===== src/rtl/pixel_stream_ctrl.sv =====
// Raster-scan read sequencer: walks a WIDTH x HEIGHT RAM buffer and streams the
// pixels in raster order with end-of-line / end-of-frame markers.
module pixel_stream_ctrl #(
  parameter int WIDTH  = 30,
  parameter int HEIGHT = 30,
  parameter int DATA_W = 8,
  parameter int ADDR_W = 10
) (
  input  logic              clk,
  input  logic              rst,
  input  logic              start,
  input  logic              abort,
  output logic              mem_rd_en,
  output logic [ADDR_W-1:0] mem_addr,
  input  logic [DATA_W-1:0] mem_rd_data,
  output logic              out_valid,
  input  logic              out_ready,
  output logic [DATA_W-1:0] out_data,
  output logic              out_eol,
  output logic              out_eof,
  output logic              busy,
  output logic              done,
  output logic [7:0]        frame_count
);

  localparam int TOTAL = WIDTH * HEIGHT;
  localparam int COL_W = (WIDTH > 1) ? $clog2(WIDTH) : 1;
  localparam int ROW_W = (HEIGHT > 1) ? $clog2(HEIGHT) : 1;

  typedef enum logic {IDLE, RUN} state_t;

  state_t state, state_next;

  // One spare address bit so a frame filling the whole RAM can still terminate
  logic [ADDR_W:0]    addr_cnt;
  logic [COL_W-1:0]   col;
  logic [ROW_W-1:0]   row;
  logic               pend, pend_eol, pend_eof;
  logic [DATA_W-1:0]  fifo_data [2];
  logic [1:0]         fifo_eol, fifo_eof;
  logic               wr_ptr, rd_ptr;
  logic [1:0]         count;
  logic               pop, last_hs, flush, issue, at_eol, at_eof;

  assign out_valid = (count != 2'd0);
  assign out_data  = fifo_data[rd_ptr];
  assign out_eol   = fifo_eol[rd_ptr];
  assign out_eof   = fifo_eof[rd_ptr];
  assign busy      = (state == RUN);
  assign mem_rd_en = issue;
  assign mem_addr  = addr_cnt[ADDR_W-1:0];

  always_comb begin
    pop     = out_valid & out_ready;
    last_hs = (state == RUN) & pop & out_eof;
    flush   = (state == RUN) & abort & ~last_hs;
    at_eol  = (col == COL_W'(WIDTH - 1));
    at_eof  = at_eol && (row == ROW_W'(HEIGHT - 1));
    // Reads in flight count against FIFO space so a returning pixel always fits
    issue   = (state == RUN) && !abort
              && (addr_cnt < (ADDR_W + 1)'(TOTAL))
              && (({1'b0, count} + {2'b0, pend}) < (3'd2 + {2'b0, pop}));
  end

  always_comb begin
    state_next = state;
    case (state)
      IDLE: if (start) state_next = RUN;
      RUN: begin
        if (last_hs)    state_next = IDLE;
        else if (abort) state_next = IDLE;
      end
      default: state_next = IDLE;
    endcase
  end

  always_ff @(posedge clk or posedge rst) begin
    if (rst) state <= IDLE;
    else     state <= state_next;
  end

  always_ff @(posedge clk or posedge rst) begin
    if (rst) begin
      addr_cnt <= '0;
      col      <= '0;
      row      <= '0;
    end else if (state == IDLE && start) begin
      addr_cnt <= '0;
      col      <= '0;
      row      <= '0;
    end else if (issue) begin
      addr_cnt <= addr_cnt + 1'b1;
      col      <= at_eol ? '0 : col + 1'b1;
      row      <= at_eol ? row + 1'b1 : row;
    end
  end

  // Line/frame markers ride alongside the read through the RAM latency
  always_ff @(posedge clk or posedge rst) begin
    if (rst) begin
      pend     <= 1'b0;
      pend_eol <= 1'b0;
      pend_eof <= 1'b0;
    end else begin
      pend     <= issue;
      pend_eol <= issue & at_eol;
      pend_eof <= issue & at_eof;
    end
  end

  always_ff @(posedge clk or posedge rst) begin
    if (rst) begin
      for (int i = 0; i < 2; i++) fifo_data[i] <= '0;
      fifo_eol <= '0;
      fifo_eof <= '0;
      wr_ptr   <= 1'b0;
      rd_ptr   <= 1'b0;
      count    <= '0;
    end else if (flush) begin
      wr_ptr <= 1'b0;
      rd_ptr <= 1'b0;
      count  <= '0;
    end else begin
      if (pend) begin
        fifo_data[wr_ptr] <= mem_rd_data;
        fifo_eol[wr_ptr]  <= pend_eol;
        fifo_eof[wr_ptr]  <= pend_eof;
        wr_ptr            <= ~wr_ptr;
      end
      if (pop) rd_ptr <= ~rd_ptr;
      count <= count + {1'b0, pend} - {1'b0, pop};
    end
  end

  always_ff @(posedge clk or posedge rst) begin
    if (rst) begin
      done        <= 1'b0;
      frame_count <= '0;
    end else begin
      done <= last_hs;
      if (last_hs) frame_count <= frame_count + 1'b1;
    end
  end

endmodule

===== config.mk =====
export PLATFORM = sky130hd
export DESIGN_NAME = pixel_stream_ctrl
export DESIGN_NICKNAME = d
export VERILOG_FILES = /design/src/rtl/pixel_stream_ctrl.sv
export SDC_FILE = /design/constraint.sdc
export NUM_CORES = 1
export LEC_CHECK = 0
export ABC_CLOCK_PERIOD_IN_PS = 2400
export BUFFER_PORTS_ARGS = -buffer_cell sky130_fd_sc_hd__buf_2
export CORE_MARGIN = 2
export CORE_UTILIZATION = 50
export CTS_CLUSTER_DIAMETER = 50
export DETAILED_ROUTE_END_ITERATION = 12
export PLACE_DENSITY = 0.72
export SLEW_MARGIN = 30
export SYNTH_ARGS = -nofsm -noshare
export SYNTH_HDL_FRONTEND = slang
export SYNTH_SLANG_ARGS = --single-unit

===== constraint.sdc =====
create_clock -name clk -period 2.4 [get_ports clk]
set_clock_uncertainty 0.2 [all_clocks]
set_input_delay 0.36 -clock clk [delete_from_list [all_inputs] [get_ports clk]]
set_output_delay 0.36 -clock clk [all_outputs]
set_load 0.005 [all_outputs]

==> PnR_summary.wiki, run 1 <==
{| class="wikitable"
! Metric !! Value
|-
| Global Route Usage Sum || between 10% and 20%
|-
| HPWL after detailed placement || approximately 3500 µm
|-
| Result of the run || completed
|-
| Maximum vdd drop || slightly above 0.5 mV
|-
| Total CTS buffers || 9
|-
| Max-cap check violation count || 0
|-
| Drt pass-1 iters || 4
|-
| Die Y || 79.1 µm
|-
| Async set-or-reset flop fraction in the synthesized netlist || 100%
|-
| Vias per cell || 5.25
|-
| Capture instance of the worst register-to-register path || addr_cnt[5]
|-
| Distinct cell type count of the synthesized netlist || 42
|-
| RSZ-0062 raised after global routing || no
|-
| Worst path arrival time || ~1.8 ns
|-
| Wire length reported by the detailed router || between 5000 and 6000 µm
|-
| Clock-pin slew reported for the worst setup and hold paths after clock tree synthesis || 0.07 ns
|-
| Weighted congestion reported at the end of routability-driven placement || between 0.7 and 0.8
|-
| Clock network latency to the later pin of the worst-skew pair || about 0.34 ns
|-
| Time the worst path needs with I/O delays and setup || between 2 and 2.5 ns
|-
| Layout filler cell count || about 450
|-
| FP Rows || 27
|-
| Max Clock Freq || approximately 430 MHz
|-
| Reg2reg start || addr_cnt[6]
|-
| Cell Pwr Density || roughly 940 mW/mm²
|-
| Area of the multi-input gates || 0.00125 mm²
|-
| Number of max-slew violations in the final report || 0
|-
| WS Path Type || register to primary output
|-
| Slack of the worst reg-to-reg path || approximately 0.12 ns
|-
| Worst hold path class || primary input to asynchronous set/reset pin
|-
| Critical path peak fanout || 5
|-
| Total DRC errors in the routed layout || 0
|-
| Width of the die || between 70 and 80 µm
|-
| Endpoint class of the critical path || primary output
|-
| TritonCTS clock tree || done
|-
| Post-layout utilization of the core || 61.5%
|-
| Setup TNS after final layout || 0 ns
|-
| Total power || 3.15 mW
|-
| Startpoint kind of the worst setup timing path || register
|-
| Post-DR wirelength/cell || roughly 14 µm
|-
| Share of cells above drive strength 1 || about 35%
|-
| Static leakage || around 1.7 nW
|-
| Top Ports || between 40 and 50
|-
| Total setup violations reported at the end of the flow || 0
|-
| Hold_buf cts || 0
|-
| Total area of sequential cells || 0.00145 mm²
|-
| Flip-flop and latch count after synthesis || 58
|-
| Finished Layout Cells || roughly 370
|-
| Final hold vios || 0
|-
| Count of nets left with antenna violations after detail routing || 0
|-
| Global route overflow || 0
|-
| Maximum clock insertion buffer count || 2
|-
| Predominant post-synthesis flop cell || dfrtp_1
|-
| Highest-count cells in the layout ignoring fill and taps || 58 x dfrtp_1, 44 x buf_2, 21 x mux2_2
|-
| Vias post-DR || between 1500 and 2000
|-
| Largest net degree at the start of global routing || 59
|-
| Synthesized instance count || around 250
|-
| Net count, final || roughly 320
|-
| Initial antenna violation count || 0
|-
| Worst rel slew slack || about 53%
|-
| Data required time at the worst endpoint || around 1.8 ns
|-
| Area of the die || around 0.0063 mm²
|-
| Combined area of all synthesized cells || ~0.0028 mm²
|-
| Maximum level of the CTS H-tree || 3
|-
| Via count of the first global-routing pass || about 1900
|-
| Warnings from Yosys || 0
|-
| Number of cells in the design after placement || approximately 350
|-
| Core area || 0.00547 mm²
|-
| Sequential element share of the synthesized area || slightly above 50%
|-
| Leading cell type in the layout, fill and taps excluded || dfrtp_1
|-
| First-pass GRT wire length || between 8000 and 9000 µm
|-
| Avg Inst Size Synth || between 10 and 15 µm²
|-
| Number of clock sinks || 58
|-
| Number of enable-type register cells in the synthesized netlist || 0
|-
| Net Count, Synth || 268
|-
| Diode count || 0
|-
| Cell at the root of the clock tree || clkbuf_8
|-
| Initial core utilization || between 50% and 60%
|-
| Worst-Margin Slew || 0.709 ns
|-
| Portion of the clock cycle consumed by the worst path in the final layout || a little over nine tenths
|-
| Area growth, synth to finish || 19.4%
|-
| Number of cells on the worst reg-to-reg path || 6
|-
| Initial DRC count || 104
|-
| PortBufs || 44
|}
flip-flops by register name, indices dropped and copies added, names as in the netlist, 2 cells and up:
register and flops:
fifo_data 16, addr_cnt 11, frame_count 8, col 5, row 5, count 2
fifo_eof 2, fifo_eol 2
worst max-delay path by stage:
stage | from | end | slack, ns | cells past startpoint
floorplan | pend | row[4] | 0.21 | 7
global placement | count[0] | addr_cnt[7] | 0.21 | 6
detailed placement | count[0] | addr_cnt[7] | 0.16 | 6
CTS | pend | mem_rd_en | 0.02 | 7
global route | addr_cnt[6] | mem_rd_en | 0.009 | 5
finish | addr_cnt[6] | mem_rd_en | 0.07 | 5
worst max-delay path, stage by stage (launching register included):
cell and delay [ns]:
dfrtp_1 0.42, or4_4 0.56, o21bai_4 0.18, nand3_4 0.10
inv_4 0.07, buf_2 0.10
layout make-up:
class | instances | share of cell area (%)
multi-input combinational | 161 | 37.0
inverter | 8 | 0.967
timing repair buffer | 58 | 9.67
clock inverter | 5 | 2.31
tap | 72 | 2.68
clock buffer | 11 | 4.20
sequential | 58 | 43.1
synth_stat cells, drive strengths merged, types with 2 or more instances:
cell type | n | area share, %
dfrtp | 58 | 51
mux2 | 31 | 12
nand2 | 17 | 2.3
nand3 | 16 | 3.3
nor2 | 13 | 1.7
buf | 12 | 3.0
ha | 10 | 4.4
o21ai | 9 | 1.6
xnor2 | 9 | 2.8
inv | 8 | 1.1
nand4 | 8 | 1.8
xor2 | 7 | 2.2
and3 | 6 | 1.3
clkbuf | 6 | 0.80
a21oi | 3 | 0.53
mux2i | 3 | 1.1
o211ai | 3 | 0.80
or3 | 3 | 0.67
and2 | 2 | 0.44
nand2b | 2 | 0.44
nand4b | 2 | 0.62
nor4 | 2 | 0.44
or4 | 2 | 0.67
where the power goes:
| group | internal (mW) | total [mW] | leakage [nW] | switching (mW) |
|---|---|---|---|---|
| clock | 0.609 | 0.993 | 0.109 | 0.384 |
| sequential | 1.18 | 1.31 | 0.769 | 0.130 |
| combinational | 0.469 | 0.848 | 0.822 | 0.379 |
| total | 2.26 | 3.15 | 1.70 | 0.893 |
metal layers:
layer  vias to the layer above  GRT usage (%)  part of all wire (%)
met2                        31           30.0                    48
met3                        10           4.55                   3.7
met1                       957           21.9                    46
li1                        959              -                     -
met4                         0           10.3                   2.3
met5                         -              0                     0
per-stage QoR:
step                      cell area, µm²  hold WS, ns  worst slack (ns)
after global placement              3100        0.256             0.206
after CTS                           3350       0.0439            0.0243
final                               3360       0.0113            0.0704
after global routing                3360       0.0482           0.00891
after floorplan                     2820        0.252             0.213
after detailed placement            3100        0.265             0.159
logic make-up (layout without fill, tap and decap cells):
family,count (synthesis),count (layout),share of synthesized area (%)
AND/OR/NAND/NOR,80,80,15.8
adder cells (fa/ha/maj),10,10,4.44
XOR/XNOR,16,16,4.97
flip-flops,58,58,51.5
multiplexers,34,34,13.4
buffers and inverters,26,82,4.88
AO/OA/AOI/OAI,21,21,4.93
what timing repair did:
action                     CTS  global route
setup endpoints to repair    1             3
resized for setup            2             3
setup buffers                4             0
pin swaps                    1             1
No activity file was read; power rests on OpenSTA's default activity.
==> inputs of run 2 (changes only) <==
--- a/config.mk
+++ b/config.mk
@@ -8,10 +8,9 @@
 export ABC_CLOCK_PERIOD_IN_PS = 2400
 export BUFFER_PORTS_ARGS = -buffer_cell sky130_fd_sc_hd__buf_2
 export CORE_MARGIN = 2
-export CORE_UTILIZATION = 50
-export CTS_CLUSTER_DIAMETER = 50
+export CORE_UTILIZATION = 45
 export DETAILED_ROUTE_END_ITERATION = 12
-export PLACE_DENSITY = 0.72
+export PLACE_DENSITY = 0.66
 export SLEW_MARGIN = 30
 export SYNTH_ARGS = -nofsm -noshare
 export SYNTH_HDL_FRONTEND = slang
==> run 2 against run 1 <==
Wire length rose by 0.33%. Die area up 11%. First-iteration DRC count is 38% lower. Global-route usage decreased by 1.8 points. Sequential power about the same. Clock power shrank 0.9%.
==> PnR_summary.wiki, run 2 (synthesis results as in run 1) <==
{| class="wikitable"
! Metric !! Value
|-
| Result of the run || completed
|-
| Diode count || 0 (unchanged)
|-
| Final worst setup slack || 0.0578 ns (-0.0125 ns)
|-
| Static leakage || 1.74 nW (+2.5%)
|-
| Leading cell type in the layout, fill and taps excluded || dfrtp_1
|-
| Number of max-slew violations in the final report || 0 (unchanged)
|-
| Post-DR wirelength/cell || 13.6 µm (-2.3%)
|-
| Cell Pwr Density || 908 mW/mm² (-3.1%)
|-
| Area of the die || 0.00691 mm² (+11%)
|-
| Share of cells above drive strength 1 || 36.0% (+1.5 points)
|-
| PortBufs || 44 (unchanged)
|-
| Count of nets left with antenna violations after detail routing || 0 (unchanged)
|-
| Total setup violations reported at the end of the flow || 0 (unchanged)
|-
| Worst-Margin Slew || 0.663 ns (-0.0457 ns)
|-
| Layout filler cell count || 522 (+17%)
|-
| Time the worst path needs with I/O delays and setup || 2.34 ns (+0.0125 ns)
|-
| Worst rel slew slack || 55.8% (+3.0 points)
|-
| Slack of the worst reg-to-reg path || 0.06 ns (-0.06 ns)
|-
| Post-placement worst setup slack || 0.0611 ns (-0.0980 ns)
|-
| Cell at the root of the clock tree || clkbuf_8
|-
| Area growth, synth to finish || 23.1%
|-
| Wire length reported by the detailed router || 5210 µm (+0.33%)
|-
| Largest Register || fifo_data
|-
| Total area of sequential cells || 0.00145 mm² (unchanged)
|-
| Post-route cell area || 0.00347 mm² (+3.2%)
|-
| Initial core utilization || 47.1% (-4.5 points)
|-
| FP Rows || 28 (+3.7%)
|-
| Number of cells on the worst reg-to-reg path || 8 (+2)
|-
| Global route overflow || 0 (unchanged)
|-
| Worst path arrival time || 1.78 ns (about the same)
|-
| Max Clock Freq || 427 MHz (-0.53%)
|-
| Top Ports || 45 (unchanged)
|-
| Registers with the highest flip-flop counts || fifo_data x16, addr_cnt x11, frame_count x8
|-
| Capture instance of the worst register-to-register path || addr_cnt[5]
|-
| Initial antenna violation count || 0 (unchanged)
|-
| Vias post-DR || 1992 (+1.8%)
|-
| Maximum vdd drop || 0.431 mV (-17%)
|-
| Cells along the critical path || ha_2, ha_4, nor4b_4, buf_4, nand3_4, inv_4, buf_6
|-
| Portion of the clock cycle consumed by the worst path in the final layout || 97.6% (+0.52 points)
|-
| Worst Hold Launch || mem_rd_data[6]
|-
| Width of the die || 83.1 µm (+5.1%)
|-
| Die Y || 83.1 µm (+5.1%)
|-
| Area of the multi-input gates || 0.00126 mm² (+1.4%)
|-
| Cell area reported after detailed placement || 0.00311 mm² (+0.28%)
|-
| Startpoint kind of the worst setup timing path || register
|-
| Max-cap check violation count || 0 (unchanged)
|-
| Largest net degree at the start of global routing || 37 (-37%)
|-
| Bufs and invs on worst path || 3 (+1)
|-
| Critical path peak fanout || 4 (-1)
|-
| Worst hold path class || primary input to register
|-
| Initial DRC count || 65 (-38%)
|-
| Endpoint of the worst hold-timing path || fifo_data[6]
|-
| Number of clock sinks || 58 (unchanged)
|-
| Endpoint class of the critical path || primary output
|-
| Cell at the slowest stage of the critical path || dfrtp_1
|-
| Vias per cell || 5.20 (-0.87%)
|-
| Max incr delay on CP || 0.41 ns (-0.15 ns)
|-
| Global Route Usage Sum || 16.5% (-1.8 points)
|-
| Reg2reg start || count[0]
|-
| CP top delay family || flip-flops
|-
| Hold depth || 2
|-
| Maximum clock insertion buffer count || 2 (unchanged)
|-
| HPWL after detailed placement || 3500 µm (-0.71%)
|-
| Total DRC errors in the routed layout || 0 (unchanged)
|-
| RSZ-0062 raised after global routing || yes
|-
| WS Path Type || register to primary output
|-
| Via count of the first global-routing pass || 2009 (+8.4%)
|-
| Weighted congestion reported at the end of routability-driven placement || 0.787 (+3.8%)
|-
| Flip-flop count of the largest register after layout || 16 (unchanged)
|-
| Final hold vios || 0 (unchanged)
|-
| Net count, final || 326 (+2.2%)
|-
| Maximum level of the CTS H-tree || 3 (unchanged)
|-
| Core area || 0.00599 mm² (+9.5%)
|-
| Clock network latency to the later pin of the worst-skew pair || 0.33 ns (about the same)
|-
| Total CTS buffers || 9 (unchanged)
|-
| TritonCTS clock tree || done
|-
| Highest-count cells in the layout ignoring fill and taps || 58 x dfrtp_1, 43 x buf_2, 21 x mux2_2
|-
| First-pass GRT wire length || 9180 µm (+6.6%)
|-
| Data required time at the worst endpoint || 1.84 ns (about the same)
|-
| Clock-pin slew reported for the worst setup and hold paths after clock tree synthesis || 0.07 ns (about the same)
|-
| Drt pass-1 iters || 4 (unchanged)
|}
==> run 2: cell count changes in the layout (fill, tap and decap cells not counted), sizes merged <==
cell	delta
dlygate4sd3	+1
buf	+6
==> run 2: worst max-delay path by stage <==
stage,startpoint,to,slack [ns],cells after the start
after floorplan,pend,row[4],0.21,7
after global placement,pend,addr_cnt[7],0.13,6
after detailed placement,pend,addr_cnt[7],0.06,6
after CTS,count[0],mem_rd_en,0.004,7
after global routing,count[0],mem_rd_en,-0.04,7
final,count[0],mem_rd_en,0.06,7
==> run 2: power by group <==
| part | internal, mW | switching [mW] |
|---|---|---|
| Combinational | 0.479 | 0.371 |
| Sequential | 1.18 | 0.136 |
| Clock | 0.609 | 0.374 |
==> run 2: worst register-to-register path, delay by kind of cell (launching register included) <==
| family | cells | cell delay, ns |
|---|---|---|
| adder cells (fa/ha/maj) | 2 | 0.37 |
| buffers and inverters | 2 | 0.38 |
| AND/OR/NAND/NOR | 4 | 0.92 |
| flip-flops | 1 | 0.41 |
==> run 2: timing repair <==
action                                 in CTS  in global routing
hold buffers                                1                  0
setup buffers                               6                  5
pin swaps                                   1                  4
endpoints found under the hold margin      22                  0
setup endpoints to repair                   1                  8
resized for setup                           1                 12
==> run 2: metal layers <==
layer | vias to the layer above | global-route usage [%] | share of wire, %
met1 | 979 | 20.8 | 45
li1 | 969 | - | -
met2 | 34 | 26.2 | 49
met3 | 10 | 3.98 | 3.8
met5 | - | 0 | 0
met4 | 0 | 8.64 | 2.0
==> run 2: layout make-up <==
cell class / count / share of cell area [%]
clock buffers: 11 / 4.07
clock inverters: 5 / 2.24
inverters: 8 / 0.937
multi-input cells: 161 / 36.4
flip-flops and latches: 58 / 41.8
well taps: 75 / 2.70
repair buffers: 65 / 11.8
==> run 2: stage by stage <==
stage / util (%) / instances / setup TNS, ns / hold WS, ns / power (mW)
finish: 57.9 / 383 / 0 / 0.0598 / 3.15
detailed placement: 51.8 / 355 / 0 / 0.225 / 2.14
floorplan: - / 245 / 0 / 0.252 / 1.88
CTS: 56.5 / 378 / 0 / 0.0461 / 3.15
global placement: 51.8 / 355 / 0 / 0.224 / 2.11
global route: 57.9 / 383 / -0.0962 / 0.0465 / 3.37
